File: config.mk
export PLATFORM = sky130hd
export DESIGN_NAME = sram_port_arbiter
export DESIGN_NICKNAME = d
export VERILOG_FILES = /design/src/rtl/sram_port_arbiter_pkg.sv /design/src/rtl/sram_port_arbiter_rr_pick.sv /design/src/rtl/sram_port_arbiter.sv
export SDC_FILE = /design/constraint.sdc
export NUM_CORES = 1
export LEC_CHECK = 0
export ABC_AREA = 1
export ABC_CLOCK_PERIOD_IN_PS = 2000
export BUFFER_PORTS_ARGS = -buffer_cell sky130_fd_sc_hd__buf_2
export CORE_MARGIN = 1
export CORE_UTILIZATION = 40
export DETAILED_ROUTE_END_ITERATION = 8
export HOLD_SLACK_MARGIN = 0.12
export PLACE_DENSITY = 0.89
export SLEW_MARGIN = 20
export SYNTH_ARGS = -nofsm -noshare
export SYNTH_HDL_FRONTEND = slang
export SYNTH_SLANG_ARGS = --single-unit
File: constraint.sdc
create_clock -name i_clk -period 2 [get_ports i_clk]
set_input_delay 0.3 -clock i_clk [delete_from_list [all_inputs] [get_ports i_clk]]
set_output_delay 0.3 -clock i_clk [all_outputs]
set_load 0.02 [all_outputs]
File: src/rtl/sram_port_arbiter_pkg.sv
// Shared definitions for the image-SRAM port arbiter: requester indices and FSM encoding.
// Optional statistics counters are enabled by defining SRAM_ARB_STATS_EN.
package sram_port_arbiter_pkg;

  localparam int REQ_LOAD = 0;
  localparam int REQ_DISP = 1;
  localparam int REQ_FILT = 2;

  typedef enum logic {
    ARB = 1'b0,
    OWN = 1'b1
  } arb_state_e;

endpackage

File: src/rtl/sram_port_arbiter_rr_pick.sv
// Combinational round-robin picker: first set request at or after ptr, wrapping mod N_REQ.
module rr_pick #(
  parameter int N_REQ = 3,
  parameter int IW    = (N_REQ > 1) ? $clog2(N_REQ) : 1
) (
  input  logic [N_REQ-1:0] i_req,
  input  logic [IW-1:0]    i_ptr,
  output logic [N_REQ-1:0] o_gnt,
  output logic [IW-1:0]    o_idx,
  output logic             o_valid
);

  logic [IW:0]   sum;
  logic [IW-1:0] k;

  // NOTE: every variable gets a default before the search so no path leaves one unassigned (no latch).
  always_comb begin
    o_gnt   = '0;
    o_idx   = '0;
    o_valid = 1'b0;
    sum     = '0;
    k       = '0;
    for (int i = 0; i < N_REQ; i++) begin
      // ptr < N_REQ and i < N_REQ, so one conditional subtract is a full modulo.
      sum = {1'b0, i_ptr} + (IW+1)'(i);
      if (sum >= (IW+1)'(N_REQ)) sum = sum - (IW+1)'(N_REQ);
      k = sum[IW-1:0];
      if (!o_valid && i_req[k]) begin
        o_valid  = 1'b1;
        o_gnt[k] = 1'b1;
        o_idx    = k;
      end
    end
  end

endmodule

File: src/rtl/sram_port_arbiter.sv
// Round-robin arbiter sharing one single-port SRAM among N_REQ requesters, with burst lock.
// Define SRAM_ARB_STATS_EN to add saturating grant/stall counters and their clear input.
module sram_port_arbiter
  import sram_port_arbiter_pkg::*;
#(
  parameter int N_REQ     = 3,
  parameter int AW        = 12,
  parameter int DW        = 8,
  parameter int MAX_BURST = 16
) (
  input  logic                i_clk,
  input  logic                i_rst_n,
  input  logic [N_REQ-1:0]    i_req,
  input  logic [N_REQ-1:0]    i_lock,
  input  logic [N_REQ-1:0]    i_we,
  input  logic [N_REQ*AW-1:0] i_addr,
  input  logic [N_REQ*DW-1:0] i_wdata,
  output logic [N_REQ-1:0]    o_gnt,
  output logic [N_REQ-1:0]    o_rvalid,
  output logic [DW-1:0]       o_rdata,
  output logic                o_sram_cen,
  output logic                o_sram_wen,
  output logic [AW-1:0]       o_sram_a,
  output logic [DW-1:0]       o_sram_d,
`ifdef SRAM_ARB_STATS_EN
  output logic [N_REQ*16-1:0] o_gnt_cnt,
  output logic [15:0]         o_stall_cnt,
  input  logic                i_stats_clr,
`endif
  input  logic [DW-1:0]       i_sram_q
);

  localparam int IW = (N_REQ > 1) ? $clog2(N_REQ) : 1;
  localparam int CW = $clog2(MAX_BURST + 1);

  arb_state_e       state_q, state_d;
  logic [IW-1:0]    rr_ptr_q, rr_ptr_d;
  logic [IW-1:0]    owner_q, owner_d;
  logic [CW-1:0]    burst_cnt_q, burst_cnt_d;
  logic [N_REQ-1:0] rvalid_q, rvalid_d;
  logic [N_REQ-1:0] gnt;

  logic [N_REQ-1:0] pick_gnt;
  logic [IW-1:0]    pick_idx;
  logic             pick_valid;

  function automatic logic [IW-1:0] wrap_inc(input logic [IW-1:0] idx);
    return (idx == IW'(N_REQ - 1)) ? '0 : idx + IW'(1);
  endfunction

  rr_pick #(.N_REQ(N_REQ), .IW(IW)) u_rr_pick (
    .i_req   (i_req),
    .i_ptr   (rr_ptr_q),
    .o_gnt   (pick_gnt),
    .o_idx   (pick_idx),
    .o_valid (pick_valid)
  );

  always_comb begin
    state_d     = state_q;
    rr_ptr_d    = rr_ptr_q;
    owner_d     = owner_q;
    burst_cnt_d = burst_cnt_q;
    gnt         = '0;
    unique case (state_q)
      ARB: begin
        if (pick_valid) begin
          gnt      = pick_gnt;
          rr_ptr_d = wrap_inc(pick_idx);
          // With MAX_BURST == 1 the first grant already exhausts the burst.
          if (i_lock[pick_idx] && (MAX_BURST > 1)) begin
            owner_d     = pick_idx;
            burst_cnt_d = CW'(1);
            state_d     = OWN;
          end
        end
      end
      OWN: begin
        if (i_req[owner_q]) begin
          gnt[owner_q] = 1'b1;
          burst_cnt_d  = burst_cnt_q + CW'(1);
          rr_ptr_d     = wrap_inc(owner_q);
          if (!i_lock[owner_q] || (burst_cnt_d >= CW'(MAX_BURST))) state_d = ARB;
        end else begin
          state_d = ARB;
        end
      end
      default: state_d = ARB;
    endcase
    if (!i_rst_n) gnt = '0;
  end

  always_comb begin
    o_sram_a   = '0;
    o_sram_d   = '0;
    o_sram_wen = 1'b1;
    for (int k = 0; k < N_REQ; k++) begin
      if (gnt[k]) begin
        o_sram_a   = i_addr[k*AW +: AW];
        o_sram_d   = i_wdata[k*DW +: DW];
        o_sram_wen = ~i_we[k];
      end
    end
  end

  assign rvalid_d   = gnt & ~i_we;
  assign o_gnt      = gnt;
  assign o_sram_cen = ~|gnt;
  assign o_rdata    = i_sram_q;
  // Masked while reset is held so a read granted just before reset never returns.
  assign o_rvalid   = i_rst_n ? rvalid_q : '0;

  // NOTE: sequential state uses non-blocking assignments so every flop samples pre-edge values.
  always_ff @(posedge i_clk) begin
    if (!i_rst_n) begin
      state_q     <= ARB;
      rr_ptr_q    <= '0;
      owner_q     <= '0;
      burst_cnt_q <= '0;
      rvalid_q    <= '0;
    end else begin
      state_q     <= state_d;
      rr_ptr_q    <= rr_ptr_d;
      owner_q     <= owner_d;
      burst_cnt_q <= burst_cnt_d;
      rvalid_q    <= rvalid_d;
    end
  end

`ifdef SRAM_ARB_STATS_EN
  logic [15:0] gnt_cnt_q [N_REQ];
  logic [15:0] gnt_cnt_d [N_REQ];
  logic [15:0] stall_cnt_q, stall_cnt_d;

  always_comb begin
    o_gnt_cnt   = '0;
    stall_cnt_d = stall_cnt_q;
    for (int k = 0; k < N_REQ; k++) begin
      gnt_cnt_d[k] = gnt_cnt_q[k];
      if (i_stats_clr)                               gnt_cnt_d[k] = '0;
      else if (gnt[k] && (gnt_cnt_q[k] != 16'hFFFF)) gnt_cnt_d[k] = gnt_cnt_q[k] + 16'd1;
      o_gnt_cnt[k*16 +: 16] = gnt_cnt_q[k];
    end
    if (i_stats_clr)                                          stall_cnt_d = '0;
    else if ((|i_req) && !(|gnt) && (stall_cnt_q != 16'hFFFF)) stall_cnt_d = stall_cnt_q + 16'd1;
  end

  assign o_stall_cnt = stall_cnt_q;

  always_ff @(posedge i_clk) begin
    if (!i_rst_n) begin
      stall_cnt_q <= '0;
      for (int k = 0; k < N_REQ; k++) gnt_cnt_q[k] <= '0;
    end else begin
      stall_cnt_q <= stall_cnt_d;
      for (int k = 0; k < N_REQ; k++) gnt_cnt_q[k] <= gnt_cnt_d[k];
    end
  end
`endif

endmodule
Word level (Yosys, flattened, before mapping)
Index checks and enable logic that the tools add are counted.
{ "classes": {"add_sub_neg": 8, "n_lt_le_gt_ge": 13, "eq_ne": 5, "mux": 60, "bitwise_logic": 8, "reduce_logical": 15} }
{ "op_table": {"columns": ["op", "count"], "rows": [
  ["12-bit 2-to-1 mux", 3],
  ["8-bit 2-to-1 mux", 3],
  ["3-bit 2-to-1 mux", 7],
  ["1-bit 2-to-1 mux", 20],
  ["2-bit 2-to-1 mux", 10],
  ["2-bit by 3-bit less-than comparator with 1-bit output, second input constant", 5],
  ["5-bit 2-to-1 mux", 3],
  ["1-bit binary-select mux with 2-bit select", 6],
  ["5-bit one-hot mux with 2 select lines", 1],
  ["1-bit demux with 2-bit select", 4],
  ["2-bit by 1-bit greater-or-equal comparator with 1-bit output, second input constant", 4],
  ["3-bit by 2-bit greater-or-equal comparator with 1-bit output, second input constant", 2],
  ["1-bit logical AND", 6],
  ["3-bit bitwise OR", 2],
  ["3-bit one-hot mux with 2 select lines", 1],
  ["3-bit AND reduction", 2],
  ["2-bit subtractor, second input constant", 3],
  ["5-bit by 1-bit adder with 5-bit output, second input constant", 1],
  ["5-bit greater-or-equal comparator, second input constant", 1],
  ["2-bit by 1-bit adder with 2-bit output, second input constant", 2],
  ["2-bit == test, second input constant", 2],
  ["1-bit logical NOT", 4],
  ["2-bit != test, second input constant", 2],
  ["1-bit NOT", 4],
  ["11 further kinds", 11]
]} }
{ "word_totals": {"regBits": 13, "inputBits": 79, "output_inout_bits": 36, "word_cells": 114} }

Longest topological paths before layout
{ "depth": {"depth_word": 17, "ltp_mapped": 17, "mapped_depth_nobuf": 16} }

Cells and area by module
A second synthesis with hierarchy kept.
{ "hier_totals": {"cells_unflattened": 355, "area_unflattened_um2": 1910.6} }
{ "modules_own_cells": {"columns": ["mod", "instances", "cells_per_inst", "area_per_inst_um2", "seq_area_each_um2"], "rows": [
  ["sram_port_arbiter", 1, 291, 1577.8, 260.2],
  ["rr_pick", 1, 64, 332.8, 0.0]
]} }

Worst setup path after synthesis
No wires, ideal clock.
{ "synth_path": {"kind": "flip-flop to output port", "from": "reg rr_ptr_q[0]", "to": "out o_sram_cen", "arrival_time_ns": 2.261, "t_required_ns": 1.700, "setup_slack_ns": -0.561, "stages_incl_launch_ff": 16, "n_path_buf": 2, "path_cell_list": "dfxtp_1 inv_1 ha_1 buf_6 inv_1 nand2_1 nand3_1 nand2_1 nand2_2 inv_2 nand3_2 o2111ai_2 nand3_4 buf_6 inv_1 nor3_1"} }
{ "synth_via": {"elab_chain_cells": 16, "word_cells_on_any_way": 49, "cone_classes": "add/sub: 5; order compare: 9; mux: 24; bitwise: 2; reduce/logical: 9"} }
{ "synth_rtl": {"columns": ["element", "line_no", "source"], "rows": [
  ["start, declared", "sram_port_arbiter.sv:37", "logic [IW-1:0] rr_ptr_q, rr_ptr_d;"],
  ["start signal, assigned", "sram_port_arbiter.sv:123", "rr_ptr_q <= rr_ptr_d;"],
  ["2-bit by 1-bit adder with 3-bit output (tied with other cells)", "sram_port_arbiter_rr_pick.sv:25", "sum = {1'b0, i_ptr} + (IW+1)'(i);"],
  ["3-bit by 2-bit greater-or-equal comparator with 1-bit output (tied with other cells)", "sram_port_arbiter_rr_pick.sv:26", "if (sum >= (IW+1)'(N_REQ)) sum = sum - (IW+1)'(N_REQ);"],
  ["2-bit 2-to-1 mux (tied with other cells)", "sram_port_arbiter_rr_pick.sv:26", null],
  ["2-bit by 3-bit less-than comparator with 1-bit output (implied by the code) (tied with other cells)", "sram_port_arbiter_rr_pick.sv:30", "o_gnt[k] = 1'b1;"],
  ["1-bit logical AND (implied by the code) (tied with other cells)", "sram_port_arbiter_rr_pick.sv:30", null],
  ["1-bit 2-to-1 mux (implied by the code) (tied with other cells)", "sram_port_arbiter_rr_pick.sv:30", null],
  ["1-bit demux with 2-bit select (tied with other cells)", null, null],
  ["3-bit bitwise OR (no line) or 1-bit 2-to-1 mux (tied branches)", null, null],
  ["3-bit 2-to-1 mux or 1-bit logical NOT (tied branches)", "sram_port_arbiter_rr_pick.sv:28", "if (!o_valid && i_req[k]) begin"],
  ["3-bit bitwise OR (no line) or 1-bit logical AND (tied branches)", null, null],
  ["3-bit 2-to-1 mux or 1-bit 2-to-1 mux (tied branches)", "sram_port_arbiter_rr_pick.sv:28", null],
  ["3-bit 2-to-1 mux *", "sram_port_arbiter.sv:67", "if (pick_valid) begin"],
  ["3-bit one-hot mux with 2 select lines *", "sram_port_arbiter.sv:65", "unique case (state_q)"],
  ["3-bit 2-to-1 mux *", "sram_port_arbiter.sv:90", "if (!i_rst_n) gnt = '0;"],
  ["named net o_gnt[2]", "sram_port_arbiter.sv:18", "output logic [N_REQ-1:0] o_gnt,"],
  ["3-bit OR reduction *", "sram_port_arbiter.sv:108", "assign o_sram_cen = ~|gnt;"],
  ["1-bit logical NOT *", "sram_port_arbiter.sv:108", null],
  ["end, declared", "sram_port_arbiter.sv:21", "output logic o_sram_cen,"]
]} }
The timed path passes the listed nets; every way through them passes the cells marked *. The select of a mux whose other input is x is not followed.

Worst setup path in the final report
{ "layout_path": {"from": "reg rr_ptr_q[0]", "to": "out o_sram_a[11]"} }
{ "layout_via": {"elab_chain_cells": 17, "word_cells_on_any_way": 50, "cone_classes": "add/sub: 5; order compare: 9; mux: 27; bitwise: 2; reduce/logical: 7"} }
{ "layout_rtl": {"columns": ["element", "line_no", "source"], "rows": [
  ["2-bit by 1-bit adder with 3-bit output (tied with other cells)", "sram_port_arbiter_rr_pick.sv:25", null],
  ["3-bit by 2-bit greater-or-equal comparator with 1-bit output (tied with other cells)", "sram_port_arbiter_rr_pick.sv:26", null],
  ["2-bit 2-to-1 mux (tied with other cells)", "sram_port_arbiter_rr_pick.sv:26", null],
  ["2-bit by 3-bit less-than comparator with 1-bit output (implied by the code) (tied with other cells)", "sram_port_arbiter_rr_pick.sv:30", null],
  ["1-bit logical AND (implied by the code) (tied with other cells)", "sram_port_arbiter_rr_pick.sv:30", null],
  ["1-bit 2-to-1 mux (implied by the code) (tied with other cells)", "sram_port_arbiter_rr_pick.sv:30", null],
  ["1-bit demux with 2-bit select (tied with other cells)", null, null],
  ["3-bit bitwise OR (no line) or 1-bit 2-to-1 mux (tied branches)", null, null],
  ["3-bit 2-to-1 mux or 1-bit logical NOT (tied branches)", "sram_port_arbiter_rr_pick.sv:28", null],
  ["3-bit bitwise OR (no line) or 1-bit logical AND (tied branches)", null, null],
  ["3-bit 2-to-1 mux or 1-bit 2-to-1 mux (tied branches)", "sram_port_arbiter_rr_pick.sv:28", null],
  ["3-bit 2-to-1 mux *", "sram_port_arbiter.sv:67", null],
  ["3-bit one-hot mux with 2 select lines *", "sram_port_arbiter.sv:65", null],
  ["3-bit 2-to-1 mux *", "sram_port_arbiter.sv:90", null],
  ["12-bit 2-to-1 mux (2 in series)", "sram_port_arbiter.sv:98", "if (gnt[k]) begin"],
  ["12-bit 2-to-1 mux *", "sram_port_arbiter.sv:98", null],
  ["end, declared", "sram_port_arbiter.sv:23", "output logic [AW-1:0] o_sram_a,"]
]} }
Mark *: on every way between the ends. The rest lies on a longest branch, timed or not. The select of a mux whose other input is x is not followed.

==> run_results.csv <==
group,metric,value,unit
synth,synth.top_cell.area_share,13.9,%
placed_design,dp_hpwl,4760,µm
sta,hold_viol,0,
final_layout,final_util,76.1,%
sta,slew_viol_final,0,
sta,skew,0.00550,ns
power_and_ir_drop,sequentialPowerShare,6.3,%
routing,drt_iter0_markers,312,
final_layout,drive_gt1_share,58.7,%
synth,ys_types,32,
clock_network,numCtsBuffers,3,
routing,drt-wirelength-per-cell,19.0,µm
hold_path,holdPathEnd,"rvalid_q[2]$_SDFF_PN0_",
die,start_util,42.3,%
flow_run,maxCapViolCount,0,
critical_path,worstPathMaxFanout,20,
placed_design,routabilityCongestion,0.925,
critical_path,worst_ep_required_time,1.70,ns
synth,synth_flop_cell,"dfxtp_1",
sta,rsz0062_at_grt,"yes",
sta,fin_crit_sh,143,%
hold_path,min-delay-start,"i_we[2]",
critical_path,crit_path_start_kind,"flip-flop",
outcome,failed_checks,"design-rule violations, negative setup slack",
critical_path,worstReg2RegStart,"rr_ptr_q[0]$_SDFFE_PN0P_",
sta,setup_viol,33,
sta,fmaxAchievable,0.349,GHz
final_layout,stdcell_count,476,
clock_network,tritoncts,"yes",
synth,seq_area_frac_synth,13.9,%
power_and_ir_drop,power.density,1950,mW/mm²
synth,synth_area,0.00187,mm²
die,die_w,70.3,µm
synth,yosysMostFrequentCell,"nand2_1",
hold_path,min_path_type,"primary input to flip-flop",
clock_network,path_clk_slew,0.06,ns
clock_network,clock-sinks,13,
grt,antenna_found_initial,0,
critical_path,worstPathArrival,2.56,ns
sta,relSlewSlack,76.0,%
clock_network,cts_hold_buf,0,
die,die_y,70.3,µm
critical_path,worstReg2RegEnd,"burst_cnt_q[4]$_SDFFE_PN0P_",
synth,ys_seq_elements,13,
die,rows,24,
grt,grt_first_pass_wirelength,10700,µm
power_and_ir_drop,p_leak,1.59,nW
placed_design,dpl-instance-area,0.00281,mm²
clock_network,cts_max_level,1,
routing,drc,1,
power_and_ir_drop,p_int,3.04,mW
critical_path,path_class,"flip-flop to primary output",
sta,period_minus_slack,2.86,ns
power_and_ir_drop,p_comb_share,90.0,%
hold_path,whs_path_depth,2,
power_and_ir_drop,p_clk_share,3.7,%
routing,vias,2940,
die,num_io_pins,115,
power_and_ir_drop,p_switching,3.51,mW
synth,synthArstFlopShare,0,%
grt,grt.total_usage,26.3,%
clock_network,clock_tree.buffer_depth,2,
synth,synth_common_cells,"nand2_1 (63), nand3_1 (45), inv_1 (39)",
outcome,outcome,"finished with violations",
critical_path,reg2reg_slack,-0.17,ns
power_and_ir_drop,switching_share,53.6,%
synth,synth_warnings,0,
die,core-area,0.00441,mm²
grt,grt_pass1_vias,2424,
die,dieArea,0.00495,mm²
routing,viasPerCell,6.18,
clock_network,root_buffer,"clkbuf_8",
routing,ant_nets,0,
clock_network,clk_latency,0.25,ns
routing,wl,9040,µm
routing,dr.pass1.iters,9,
sta,tightestPinTransition,0.356,ns
synth,synth-edff-count,0,
power_and_ir_drop,ir_drop,871,µV
synth,syn_inst,303,
synth,synth_top_cells_by_area,"dfxtp_1 (14%), nand2_1 (13%), nand3_1 (12%)",
final_layout,diodes,0,
grt,grt_max_degree,41,
synth,synth_top_cell_by_area,"dfxtp_1",
final_layout,syn_to_final_growth,79.8,%
critical_path,cp-end-kind,"primary output",
final_layout,nets,509,
placed_design,port-buffer-count,98,
synth,postSynthNetCount,387,
synth,post_synth.cell_area_avg,6.17,µm²
critical_path,reg2reg_depth,16,
final_layout,stdcell_area,0.00336,mm²
sta,fin_ws,-0.864,ns
placed_design,dp_cells,459,
grt,overflow,0,
how the worst max path moves through the flow:
stage | slack, ns | cells after the start | from | to
floorplan | -0.27 | 14 | rr_ptr_q[0]$_SDFFE_PN0P_ | o_sram_cen
global placement | -0.32 | 13 | rr_ptr_q[1]$_SDFFE_PN0P_ | o_sram_a[2]
detailed placement | -0.38 | 13 | rr_ptr_q[1]$_SDFFE_PN0P_ | o_sram_a[8]
CTS | -0.55 | 14 | rr_ptr_q[0]$_SDFFE_PN0P_ | o_sram_d[3]
global route | -0.89 | 15 | rr_ptr_q[0]$_SDFFE_PN0P_ | o_sram_a[11]
finish | -0.86 | 12 | rr_ptr_q[0]$_SDFFE_PN0P_ | o_sram_a[11]
power groups by stage:
stage	sequential (mW)	combinational (mW)	clock [mW]
finish	0.409	5.89	0.245
global route	0.416	6.15	0.258
CTS	0.403	5.07	0.246
detailed placement	0.403	4.31	0
global placement	0.399	4.21	0
floorplan	0.383	3.35	0
critical path, stage by stage (launching register included):
cell and delay [ns]:
dfxtp_4 0.37, buf_4 0.12, ha_4 0.17, buf_4 0.12, nand3_1 0.14, nand2_4 0.14, nand2_4 0.08, o2111ai_4 0.22
nand3_4 0.21, clkbuf_16 0.26, nor2_1 0.27, a21oi_4 0.06, buf_4 0.17
layout by cell type, fill, tap and decap left out, drive strengths merged:
cell	n
nand4	24
nand2	71
nor3	2
xor2	3
o21ai	6
nor2	25
a31oi	2
a21oi	29
inv	41
nand3b	1
clkbuf	8
buf	138
nand3	50
clkinv	1
a22oi	1
or2	1
xnor2	1
ha	5
dfxtp	13
o2111ai	1
clkinvlp	1
final cells by class:
cell class,instances,area [µm²]
clock buffer,4,45.0
fill,245,1050
inverter,43,178
multi-input combinational,222,1710
sequential,13,268
tap,52,65.1
timing repair buffer,142,1090
what timing repair did:
| action | 4_1_cts | 5_1_grt |
|---|---|---|
| pin swaps | 4 | 9 |
| resized for setup | 79 | 27 |
| endpoints found under the setup margin | 31 | 35 |
| hold endpoints to repair | 0 | 0 |
| buffers inserted | 4 | 3 |
| cloned | 1 | 5 |
cell families after synthesis:
kind of cell / after synthesis / share of synthesized area [%]
AND/OR/NAND/NOR: 174 / 46.7
buffers and inverters: 68 / 22.5
AO/OA/AOI/OAI: 39 / 11.7
flip-flops: 13 / 13.9
adder cells (fa/ha/maj): 5 / 3.35
XOR/XNOR: 4 / 1.88
through the flow:
step / worst slack [ns] / TNS [ns] / hold slack (ns) / power (mW)
finish: -0.864 / -18.67 / 0.221 / 6.55
global route: -0.893 / -21.12 / 0.224 / 6.83
CTS: -0.552 / -12.82 / 0.216 / 5.72
global placement: -0.316 / -6.52 / 0.470 / 4.60
detailed placement: -0.377 / -7.91 / 0.467 / 4.71
floorplan: -0.267 / -4.13 / 0.377 / 3.73
metal layers:
layer	part of all wire (%)	wire (µm)	vias to the layer above	track usage, %
li1	-	-	1241	-
met1	32	2930	1339	30.2
met2	49	4410	265	46.9
met3	11	987	95	5.05
met4	7.9	711	0	11.3
met5	0	0	-	0
state kept, by name, indices dropped and copies added (netlist names):
register     cells
owner_q          2
rr_ptr_q         2
rvalid_q         3
burst_cnt_q      5
state_q          1
(Power assumes the default switching activity.)
